--- src/rtl/hi_lo_muldiv_unit_pkg.sv ---
`default_nettype none
//==============================================================================
// Module      : hi_lo_muldiv_unit_pkg
// Description : Op encodings, FSM state codes and small decode helpers used by
//               the HI/LO multiply/divide unit.
// Revision    : 1.0 - initial release
//==============================================================================
package hi_lo_muldiv_unit_pkg;

   localparam int OP_WIDTH = 3;

   typedef logic [OP_WIDTH-1:0] op_t;

   localparam op_t OP_NOP   = 3'd0;
   localparam op_t OP_MULT  = 3'd1;
   localparam op_t OP_MULTU = 3'd2;
   localparam op_t OP_DIV   = 3'd3;
   localparam op_t OP_DIVU  = 3'd4;
   localparam op_t OP_MTHI  = 3'd5;
   localparam op_t OP_MTLO  = 3'd6;
   localparam op_t OP_MADD  = 3'd7;

   typedef enum logic [1:0] {
      ST_IDLE = 2'd0,
      ST_RUN  = 2'd1,
      ST_FIX  = 2'd2
   } state_t;

   // Signed ops take magnitudes up front and fix the sign after the last step.
   function automatic logic isSignedOp(input op_t op);
      return (op == OP_MULT) || (op == OP_DIV) || (op == OP_MADD);
   endfunction

   function automatic logic isDivOp(input op_t op);
      return (op == OP_DIV) || (op == OP_DIVU);
   endfunction

endpackage
`default_nettype wire

--- src/rtl/hi_lo_muldiv_unit_if.sv ---
`default_nettype none
//==============================================================================
// Module      : hi_lo_muldiv_unit_if
// Description : Execute-stage request / HI-LO read bundle for the mul/div unit.
// Revision    : 1.0 - initial release
//==============================================================================
interface hi_lo_muldiv_unit_if
   import hi_lo_muldiv_unit_pkg::*;
#(
   parameter int DATA_WIDTH = 32
);
   logic                  Start;
   logic [OP_WIDTH-1:0]   Op;
   logic [DATA_WIDTH-1:0] OperandA;
   logic [DATA_WIDTH-1:0] OperandB;
   logic [DATA_WIDTH-1:0] ReadDataHi;
   logic [DATA_WIDTH-1:0] ReadDataLo;
   logic                  Busy;

   modport master (
      output Start, Op, OperandA, OperandB,
      input  ReadDataHi, ReadDataLo, Busy
   );

   modport slave (
      input  Start, Op, OperandA, OperandB,
      output ReadDataHi, ReadDataLo, Busy
   );
endinterface
`default_nettype wire

--- src/rtl/hi_lo_muldiv_unit_step.sv ---
`default_nettype none
//==============================================================================
// Module      : iter_muldiv_step
// Description : One combinational iteration of an unsigned shift-add multiply
//               or a restoring divide on the {acc, low} register pair.
// Revision    : 1.0 - initial release
//==============================================================================
module iter_muldiv_step #(
   parameter int DATA_WIDTH = 32
) (
   input  wire logic                  i_isDiv,
   input  wire logic [DATA_WIDTH-1:0] i_acc,
   input  wire logic [DATA_WIDTH-1:0] i_low,
   input  wire logic [DATA_WIDTH-1:0] i_operand,
   output logic      [DATA_WIDTH-1:0] o_acc,
   output logic      [DATA_WIDTH-1:0] o_low
);
   logic [DATA_WIDTH:0] w_mulSum;
   logic [DATA_WIDTH:0] w_divShift;
   logic [DATA_WIDTH:0] w_divDiff;

   // Mul: add multiplicand when the multiplier LSB is set, then shift {acc,low} right.
   // Div: shift the next dividend bit into the remainder, keep the trial difference
   //      if it did not borrow (top bit clear) and record the quotient bit.
   always_comb begin
      w_mulSum   = {1'b0, i_acc} + (i_low[0] ? {1'b0, i_operand} : '0);
      w_divShift = {i_acc, i_low[DATA_WIDTH-1]};
      w_divDiff  = w_divShift - {1'b0, i_operand};
      o_acc      = w_mulSum[DATA_WIDTH:1];
      o_low      = {w_mulSum[0], i_low[DATA_WIDTH-1:1]};
      if (i_isDiv) begin
         if (!w_divDiff[DATA_WIDTH]) begin
            o_acc = w_divDiff[DATA_WIDTH-1:0];
            o_low = {i_low[DATA_WIDTH-2:0], 1'b1};
         end else begin
            o_acc = w_divShift[DATA_WIDTH-1:0];
            o_low = {i_low[DATA_WIDTH-2:0], 1'b0};
         end
      end
   end
endmodule
`default_nettype wire

--- src/rtl/hi_lo_muldiv_unit.sv ---
`default_nettype none
//==============================================================================
// Module      : hi_lo_muldiv_unit
// Description : Architectural HI/LO registers with iterative MULT/MULTU/DIV/
//               DIVU/MADD and single-cycle MTHI/MTLO. Busy stalls the pipe
//               for DATA_WIDTH+1 cycles per iterative op.
// Revision    : 1.0 - initial release
//==============================================================================
module hi_lo_muldiv_unit
   import hi_lo_muldiv_unit_pkg::*;
#(
   parameter int DATA_WIDTH = 32
) (
   input wire logic           Clk,
   input wire logic           Reset,
   hi_lo_muldiv_unit_if.slave bus
);
   localparam int                CNT_W       = $clog2(DATA_WIDTH);
   localparam logic [CNT_W-1:0]  c_lastCount = CNT_W'(DATA_WIDTH - 1);

   state_t                  r_state;
   logic                    r_busy;
   logic [CNT_W-1:0]        r_count;
   logic [DATA_WIDTH-1:0]   r_hi;
   logic [DATA_WIDTH-1:0]   r_lo;
   logic [DATA_WIDTH-1:0]   r_acc;       // partial product high half / remainder
   logic [DATA_WIDTH-1:0]   r_low;       // multiplier -> product low half / dividend -> quotient
   logic [DATA_WIDTH-1:0]   r_operand;   // multiplicand or divisor magnitude
   logic [DATA_WIDTH-1:0]   r_dividend;  // raw OperandA, returned in HI on divide-by-zero
   logic                    r_isDiv;
   logic                    r_isMadd;
   logic                    r_negLow;    // negate product (mul) or quotient (div)
   logic                    r_negRem;    // negate remainder
   logic                    r_divZero;

   logic                    w_signedOp;
   logic                    w_signA;
   logic                    w_signB;
   logic [DATA_WIDTH-1:0]   w_absA;
   logic [DATA_WIDTH-1:0]   w_absB;
   logic [DATA_WIDTH-1:0]   w_stepAcc;
   logic [DATA_WIDTH-1:0]   w_stepLow;
   logic [2*DATA_WIDTH-1:0] w_product;
   logic [2*DATA_WIDTH-1:0] w_signedProduct;
   logic [2*DATA_WIDTH-1:0] w_mulResult;
   logic [DATA_WIDTH-1:0]   w_fixHi;
   logic [DATA_WIDTH-1:0]   w_fixLo;

   // Operand pre-processing: magnitudes for signed ops, raw values otherwise.
   always_comb begin
      w_signedOp = isSignedOp(bus.Op);
      w_signA    = w_signedOp & bus.OperandA[DATA_WIDTH-1];
      w_signB    = w_signedOp & bus.OperandB[DATA_WIDTH-1];
      w_absA     = w_signA ? -bus.OperandA : bus.OperandA;
      w_absB     = w_signB ? -bus.OperandB : bus.OperandB;
   end

   iter_muldiv_step #(
      .DATA_WIDTH (DATA_WIDTH)
   ) u_step (
      .i_isDiv   (r_isDiv),
      .i_acc     (r_acc),
      .i_low     (r_low),
      .i_operand (r_operand),
      .o_acc     (w_stepAcc),
      .o_low     (w_stepLow)
   );

   // Sign correction and MADD accumulation applied in the FIX cycle.
   always_comb begin
      w_product       = {r_acc, r_low};
      w_signedProduct = r_negLow ? -w_product : w_product;
      w_mulResult     = r_isMadd ? ({r_hi, r_lo} + w_signedProduct) : w_signedProduct;
      w_fixHi         = w_mulResult[2*DATA_WIDTH-1:DATA_WIDTH];
      w_fixLo         = w_mulResult[DATA_WIDTH-1:0];
      if (r_isDiv) begin
         if (r_divZero) begin
            w_fixHi = r_dividend;
            w_fixLo = '1;
         end else begin
            w_fixHi = r_negRem ? -r_acc : r_acc;
            w_fixLo = r_negLow ? -r_low : r_low;
         end
      end
   end

   // Control FSM with the HI/LO registers and iteration datapath state.
   always_ff @(posedge Clk) begin
      if (Reset) begin
         r_state    <= ST_IDLE;
         r_busy     <= 1'b0;
         r_count    <= '0;
         r_hi       <= '0;
         r_lo       <= '0;
         r_acc      <= '0;
         r_low      <= '0;
         r_operand  <= '0;
         r_dividend <= '0;
         r_isDiv    <= 1'b0;
         r_isMadd   <= 1'b0;
         r_negLow   <= 1'b0;
         r_negRem   <= 1'b0;
         r_divZero  <= 1'b0;
      end else begin
         case (r_state)
            ST_IDLE: begin
               if (bus.Start) begin
                  case (bus.Op)
                     OP_MULT, OP_MULTU, OP_DIV, OP_DIVU, OP_MADD: begin
                        r_acc      <= '0;
                        r_low      <= isDivOp(bus.Op) ? w_absA : w_absB;
                        r_operand  <= isDivOp(bus.Op) ? w_absB : w_absA;
                        r_dividend <= bus.OperandA;
                        r_isDiv    <= isDivOp(bus.Op);
                        r_isMadd   <= (bus.Op == OP_MADD);
                        r_negLow   <= w_signA ^ w_signB;
                        r_negRem   <= w_signA;
                        r_divZero  <= isDivOp(bus.Op) && (bus.OperandB == '0);
                        r_count    <= '0;
                        r_busy     <= 1'b1;
                        r_state    <= ST_RUN;
                     end
                     OP_MTHI: r_hi <= bus.OperandA;
                     OP_MTLO: r_lo <= bus.OperandA;
                     default: ;  // OP_NOP
                  endcase
               end
            end
            ST_RUN: begin
               r_acc <= w_stepAcc;
               r_low <= w_stepLow;
               if (r_count == c_lastCount) begin
                  r_state <= ST_FIX;
               end else begin
                  r_count <= r_count + 1'b1;
               end
            end
            ST_FIX: begin
               r_hi    <= w_fixHi;
               r_lo    <= w_fixLo;
               r_count <= '0;
               r_busy  <= 1'b0;
               r_state <= ST_IDLE;
            end
            default: begin
               r_busy  <= 1'b0;
               r_state <= ST_IDLE;
            end
         endcase
      end
   end

   assign bus.ReadDataHi = r_hi;
   assign bus.ReadDataLo = r_lo;
   assign bus.Busy       = r_busy;

endmodule
`default_nettype wire

--- src/flat_wrapper.sv ---
// flat-port wrapper written by rule: the top's interface ports become plain ports
module hi_lo_muldiv_unit_flat import hi_lo_muldiv_unit_pkg::*;
#(
   parameter int DATA_WIDTH = 32
)
  (Clk, Reset, bus_Start, bus_Op, bus_OperandA, bus_OperandB, bus_ReadDataHi, bus_ReadDataLo, bus_Busy);
  hi_lo_muldiv_unit_if #(.DATA_WIDTH(DATA_WIDTH)) bus_i ();
  input wire logic Clk;
  input wire logic Reset;
  input wire logic [$bits(bus_i.Start)-1:0] bus_Start;
  input wire logic [$bits(bus_i.Op)-1:0] bus_Op;
  input wire logic [$bits(bus_i.OperandA)-1:0] bus_OperandA;
  input wire logic [$bits(bus_i.OperandB)-1:0] bus_OperandB;
  output wire logic [$bits(bus_i.ReadDataHi)-1:0] bus_ReadDataHi;
  output wire logic [$bits(bus_i.ReadDataLo)-1:0] bus_ReadDataLo;
  output wire logic [$bits(bus_i.Busy)-1:0] bus_Busy;
  assign bus_i.Start = bus_Start;
  assign bus_i.Op = bus_Op;
  assign bus_i.OperandA = bus_OperandA;
  assign bus_i.OperandB = bus_OperandB;
  assign bus_ReadDataHi = bus_i.ReadDataHi;
  assign bus_ReadDataLo = bus_i.ReadDataLo;
  assign bus_Busy = bus_i.Busy;
  hi_lo_muldiv_unit #(.DATA_WIDTH(DATA_WIDTH)) u_core (.Clk(Clk), .Reset(Reset), .bus(bus_i));
endmodule
--- config.mk ---
export PLATFORM = sky130hd
export DESIGN_NAME = hi_lo_muldiv_unit_flat
export DESIGN_NICKNAME = d
export VERILOG_FILES = /design/src/rtl/hi_lo_muldiv_unit_pkg.sv /design/src/rtl/hi_lo_muldiv_unit_if.sv /design/src/rtl/hi_lo_muldiv_unit_step.sv /design/src/rtl/hi_lo_muldiv_unit.sv /design/src/flat_wrapper.sv
export SDC_FILE = /design/constraint.sdc
export NUM_CORES = 1
export LEC_CHECK = 0
export BUFFER_PORTS_ARGS = -buffer_cell sky130_fd_sc_hd__buf_2
export CAP_MARGIN = 20
export CORE_MARGIN = 1.5
export CORE_UTILIZATION = 58
export DETAILED_ROUTE_END_ITERATION = 7
export HOLD_SLACK_MARGIN = 0.05
export PLACE_DENSITY = 0.77
export SKIP_CTS_REPAIR_TIMING = 1
export SLEW_MARGIN = 40
export SYNTH_ARGS = -nofsm -noshare
export SYNTH_HDL_FRONTEND = slang
export SYNTH_SLANG_ARGS = --single-unit
export TNS_END_PERCENT = 50
--- constraint.sdc ---
create_clock -name Clk -period 6.1 [get_ports Clk]
set_clock_uncertainty 0.05 [all_clocks]
set_input_delay 0.305 -clock Clk [delete_from_list [all_inputs] [get_ports Clk]]
set_output_delay 0.305 -clock Clk [all_outputs]
set_load 0.005 [all_outputs]
==> results of run 1 <==
[flip-flops by register name, indices dropped and copies added (netlist names)]
signal and count:
u_core.r_negLow 1, u_core.r_isMadd 1, u_core.r_operand 32, u_core.bus.ReadDataHi 32
u_core.r_low 32, u_core.r_isDiv 1, u_core.r_acc 32, u_core.r_count 5
u_core.r_state 2, u_core.r_dividend 32, u_core.bus.Busy 1, u_core.r_divZero 1
u_core.bus.ReadDataLo 32, u_core.r_negRem 1
[cell usage after synthesis (all sizes together), types with 30 or more instances]
| cell | n | area share, % |
|---|---|---|
| dfxtp | 205 | 19 |
| inv | 87 | 1.5 |
| a311oi | 40 | 1.7 |
| o31ai | 33 | 1.2 |
| a21o | 54 | 1.9 |
| nand3 | 74 | 1.8 |
| nand2 | 463 | 8.2 |
| o211ai | 34 | 1.2 |
| a21oi | 309 | 7.3 |
| a31oi | 35 | 1.0 |
| o21ai | 211 | 5.0 |
| nor2 | 275 | 4.9 |
| o221ai | 35 | 1.5 |
| nor3 | 53 | 1.3 |
| mux2i | 72 | 3.4 |
| xnor2 | 161 | 6.7 |
| clkbuf | 180 | 3.2 |
| xor2 | 88 | 3.7 |
| or3 | 30 | 0.89 |
| ha | 144 | 8.5 |
[layout make-up]
| class | count | area [um^2] | area share, % |
|---|---|---|---|
| clock inverter | 10 | 168 | 0.733 |
| sequential | 205 | 4110 | 18.0 |
| multi-input combinational | 2525 | 15900 | 69.7 |
| clock buffer | 35 | 753 | 3.29 |
| inverter | 87 | 327 | 1.43 |
| tap | 461 | 577 | 2.52 |
| timing repair buffer | 175 | 1000 | 4.38 |
| antenna | 1 | 2.50 | 0.0109 |
[per-layer routing]
layer  routed length (um)  share of wire, %
met1                34600                42
met2                33400                40
met3                 9570                12
met4                 5120               6.2
met5                   12             0.015
[worst min-delay path: stages]
cell	delay, ns
buf_2	0.16
nand2_1	0.08
a21oi_1	0.06
[cell families (layout without fill, tap and decap cells)]
| family | count (synthesis) | count (layout) |
|---|---|---|
| other | 0 | 1 |
| DFF | 205 | 205 |
| and+or+nand+nor | 1087 | 1087 |
| adders and majority gates | 147 | 147 |
| buffers and inverters | 293 | 307 |
| xor gates and xnor gates | 249 | 249 |
| AOI/OAI and AO/OA | 966 | 966 |
| muxes | 76 | 76 |
[where the power goes]
part           internal, W  leakage, nW  switching, W
combinational     0.000543         7.19       0.00101
sequential         0.00142         1.67      0.000121
clock              0.00103        0.451      0.000667
[path summary, 6_finish.rpt]
| path | start | to | slack [ns] | cells after the start |
|---|---|---|---|---|
| setup reg to reg | u_core.r_low[17] | u_core.bus.ReadDataHi[30] | 0.44 | 17 |
| hold / removal | bus_OperandA[13] | u_core.r_dividend[13] | 0.06 | 3 |
| setup / recovery | u_core.r_low[17] | u_core.bus.ReadDataHi[30] | 0.44 | 17 |
| hold reg to reg | u_core.r_dividend[15] | u_core.r_dividend[15] | 0.41 | 2 |
[stage by stage]
stage | setup slack (ns) | total power [W] | util [%]
finish | 0.443 | 0.00479 | 64.2
global route | 0.0392 | 0.00496 | 64.1
CTS | 0.598 | 0.00472 | 64.0
detailed placement | 0.622 | 0.00305 | 61.5
global placement | 0.666 | 0.00302 | 61.4
floorplan | 0.934 | 0.00259 | -
==> results.cfg, run 1 <==
[clocking]
clock_path_buffers = 3
numCtsBuffers = 25
clk_pin_slew_worst_paths_ns = 0.06
root_buffer = clkbuf_16
cts.sinks = 205
cts_tree = yes
cts.htree.levels = 1
clock_latency_ns = 0.56

[worst_setup_path]
crit_top_cell = o21ai_0
cp_cell_sequence = or4_4 -> or3_1 -> or3_1 -> or4_4 -> o21ai_0 -> xnor2_1 -> ha_1 -> a21oi_1 -> o21ai_0 -> a31oi_1 -> o21ai_0 -> nor2_1 -> o211ai_1 -> a311oi_1 -> nand3_1 -> a21oi_1 -> o22ai_1
crit_buf_inv = 0
worst_path_max_delay_cell = or4_4
crit_path_start_kind = register
path_class = register to register
crit_family = simple AND/OR/NAND/NOR gates
cp.required_ns = 6.48
critPathMaxStageDelay_ns = 0.64
endpoint_kind = register
crit_path_max_fanout = 16
arrival_ns = 6.04

[floorplanning]
start_util_pct = 59.1
dieArea_um2 = 37500
fp.coreArea_um2 = 35700
die_w_um = 194
die_h_um = 194
io_pins = 135
num_rows = 69

[routing]
drtPass1Iterations = 8
drt_wl_total_um = 82700
drc = 20
vias_per_cell = 6.76
via_count = 23600
dr.first_iter.drc_count = 2699
ant_nets = 0
wl_per_cell_um = 23.6

[logic_synthesis]
synth_edf_count = 0
syn-instance-count = 3023
syn_nets = 3240
synth-main-ff-cell = dfxtp_1
seq_area_frac_synth_pct = 19.5
synth_compound_area_share_pct = 29.3
yosys.area_share.simple_pct = 23.1
ys_async_sr_fraction_pct = 0
synth_xor_area_share_pct = 10.3
synth_top_family_by_area = compound AO/OA/AOI/OAI gates
synthMuxAreaShare_pct = 3.63
synth_cell_types = 83
ys_warn_count = 0
synth_seq_cells = 205
synth_area_um2 = 21100
yosys.area_share.adder_pct = 8.83
synth.avg_cell_area_um2 = 6.97

[finish]
nFillCells = 3293
layout_commonest_cell = nand2_1
fin_nets = 3236
area_delta_synth_final_pct = 8.51
design_area_um2 = 22900
final_cells = 3499
layout-drive-gt1-share_pct = 8.73
most-common-layout-cells = nand2_1 (462), a21oi_1 (309), nor2_1 (268), o21ai_0 (205), dfxtp_1 (202)

[sta]
finalSetupTns_ns = 0
finalSetupViolations = 0
fin_crit_sh_pct = 92.7
final_max_slew_viol_count = 0
hold_viol = 0
worst_slew_pin_slew_ns = 0.833
fin_crit_ns = 5.66
max_freq_mhz = 177
rsz0062_at_grt = no
timing.hold.ws_ns = 0.0557
slew_headroom_pct = 43.9

[global_route]
overflow = 0
grt_pass1_wl_um = 125000
use_met3_pct = 7.27
grt_util_all_layers_pct = 42.5
grt_max_degree = 69
met2_usage_pct = 61.4
gr-usage-met1_pct = 60.0
grt.busiest_layer = met2
grt_pass1_vias = 21300
antenna_found_initial = 1

[place]
gp_congestion = 1.03
port_buffers = 134
dp_cells = 3450
placed_area_um2 = 21900
dp_hpwl_um = 62800

[flow_run]
drv_cap = 0

[hold_path]
hold_class = primary input to register

[pwr]
power_density_nw_per_um2 = 210
vdd_drop_max_mv = 0.216
p_leak_nw = 9.32

[status]
violations = design-rule violations
status = finished with violations
No activity file was read; power rests on OpenSTA's default activity.
==> inputs of run 2 (changes only) <==
PLACE_DENSITY = 0.81   (was 0.77)
==> run 2 against run 1 <==
Compared with the run above: the flow still finishes with violations (design-rule violations); via count is 0.44% higher; setup slack got worse by 0.11 ns; cell area is 0.20% higher; fmax shrank 2.0%; sequential share of layout area hardly changed; count of clock-buffer cells in the layout is 1 lower; non-clock buffer count decreased by 3; critical path depth rose by 4; global-route usage grew 0.75 points; critical endpoint unchanged; largest cell class unchanged.
==> results.cfg, run 2 (same netlist as run 1, synthesis figures left out) <==
[floorplanning]
dieArea_um2 = 37500
io_pins = 135
start_util_pct = 59.1
num_rows = 69
die_h_um = 194
fp.coreArea_um2 = 35700
die_w_um = 194

[place]
gp_congestion = 1.02
dp_hpwl_um = 63200
port_buffers = 134
placed_area_um2 = 21900

[global_route]
grt_util_all_layers_pct = 43.2
grt_pass1_vias = 21300
overflow = 0
use_met3_pct = 10.1
grt.busiest_layer = met2
grt_pass1_wl_um = 127000
met2_usage_pct = 62.0
antenna_found_initial = 4
grt_max_degree = 75
gr-usage-met1_pct = 59.7

[worst_setup_path]
path_class = register to register
crit_buf_inv = 4
crit_path_start_kind = register
reg2reg_to = u_core.bus.ReadDataHi[30]
crit_path_max_fanout = 7
endpoint_kind = register
worst_path_max_delay_cell = or4b_2
ff2ff_setup_slack_ns = 0.33
cp_cell_sequence = inv_1 -> ha_1 -> or4b_2 -> nor4_1 -> nand2_1 -> o41ai_1 -> xor2_1 -> inv_1 -> ha_1 -> nand4_1 -> nor2_1 -> nand3_1 -> a211oi_1 -> buf_4 -> o2111ai_1 -> a2111oi_0 -> buf_4 -> nand3_1 -> a21o_1 -> a21oi_1 -> o22ai_1
crit_family = compound AO/OA/AOI/OAI gates
r2r_start = u_core.r_low[1]
cp.required_ns = 6.49
critPathMaxStageDelay_ns = 0.68
arrival_ns = 6.16
r2r_cells = 21

[sta]
hold_viol = 0
worst_slew_pin_slew_ns = 0.865
rsz0062_at_grt = no
slew_headroom_pct = 42.4
finalSetupTns_ns = 0
fin_crit_sh_pct = 94.6
max_freq_mhz = 173
fin_crit_ns = 5.77
final_max_slew_viol_count = 0
finalSetupViolations = 0

[pwr]
intPower_w = 0.00307
p_leak_nw = 9.33
netSwitchingFraction_pct = 37.3
vdd_drop_max_mv = 0.236
p_sw_w = 0.00183
combPwrFrac_pct = 31.7
power_density_nw_per_um2 = 214
seqPwrFrac_pct = 31.5
clock_power_share_pct = 36.8

[hold_path]
hold_depth = 3
hold_class = primary input to register
hold_start = bus_OperandA[15]
min_to = u_core.r_dividend[15]

[status]
violations = design-rule violations
status = finished with violations

[finish]
seq_area_um2 = 4110
area_delta_synth_final_pct = 8.73
design_area_um2 = 22900
layout-drive-gt1-share_pct = 8.63
layout_commonest_cell = nand2_1
nFillCells = 3258
most-common-layout-cells = nand2_1 (462), a21oi_1 (309), nor2_1 (268), o21ai_0 (205), dfxtp_1 (201)
multiInputGateArea_um2 = 15900
fin_nets = 3234

[routing]
drtPass1Iterations = 8
dr.first_iter.drc_count = 3043
wl_per_cell_um = 24.0
via_count = 23700
drt_wl_total_um = 84200
ant_nets = 0
vias_per_cell = 6.78
drc = 16

[clocking]
clock_latency_ns = 0.57
root_buffer = clkbuf_16
cts_tree = yes
cts.sinks = 205
clk_pin_slew_worst_paths_ns = 0.06
clock_path_buffers = 3
numCtsBuffers = 26
cts.htree.levels = 1

[flow_run]
drv_cap = 0
[run 2: cell types whose count changed in the layout (fill, tap and decap cells not counted), moves of 2 or more]
cell / before / now
dlygate4sd3_1: 3 / 5
diode_2: 1 / 3
clkinvlp_4: 1 / 3
buf_4: 38 / 33
clkbuf_8: 9 / 4
clkinv_2: 1 / 3
clkbuf_16: 25 / 27
bufinv_16: 4 / 6
clkbuf_1: 1 / 3
[run 2: final cells by class]
cell class                      count  area share (%)
Clock buffer                       34            3.24
Inverter                           87            1.42
Clock inverter                     14            1.03
Sequential cell                   205            17.9
Antenna cell                        3          0.0328
Tap cell                          461            2.52
Timing Repair Buffer              172            4.29
Multi-Input combinational cell   2525            69.5
[run 2: how the worst max path moves through the flow]
stage,depth (start not counted),start,end
finish,21,u_core.r_low[1],u_core.bus.ReadDataHi[30]
global route,21,u_core.r_low[1],u_core.bus.ReadDataHi[30]
floorplan,20,u_core.r_low[17],u_core.bus.ReadDataHi[23]
CTS,21,u_core.r_low[1],u_core.bus.ReadDataHi[30]
detailed placement,21,u_core.r_low[1],u_core.bus.ReadDataHi[30]
global placement,17,u_core.r_low[1],u_core.bus.ReadDataHi[19]
[run 2: per-stage QoR]
stage	worst slack, ns	std cells	hold WS [ns]	util [%]	power, W
6_report	0.329	3501	0.0469	64.3	0.00490
5_1_grt	0.0128	3499	0.0557	64.3	0.00507
4_1_cts	0.449	3493	0.0232	64.1	0.00483
3_5_place_dp	0.557	3445	0.396	61.4	0.00304
3_3_place_gp	0.470	3444	0.390	61.2	0.00301
2_1_floorplan	0.934	3023	0.382	-	0.00259
[run 2: per-layer routing]
| metal | part of all wire (%) | vias to the layer above |
|---|---|---|
| li1 | - | 10900 |
| met1 | 41 | 11000 |
| met2 | 40 | 1569 |
| met3 | 13 | 265 |
| met4 | 6.3 | 4 |
| met5 | 0.036 | - |
[run 2: power groups by stage]
| stage | registers, W | clock network, W | logic, W |
|---|---|---|---|
| 2_1_floorplan | 0.00150 | 0 | 0.00109 |
| 3_3_place_gp | 0.00156 | 0 | 0.00145 |
| 3_5_place_dp | 0.00156 | 0 | 0.00148 |
| 4_1_cts | 0.00153 | 0.00180 | 0.00149 |
| 5_1_grt | 0.00155 | 0.00185 | 0.00167 |
| 6_report | 0.00154 | 0.00180 | 0.00155 |
[run 2: worst min-delay path: cells and delay by family]
kind	cells	cell delay (ns)
AO/OA/AOI/OAI	1	0.05
buffers and inverters	1	0.17
AND/OR/NAND/NOR	1	0.08
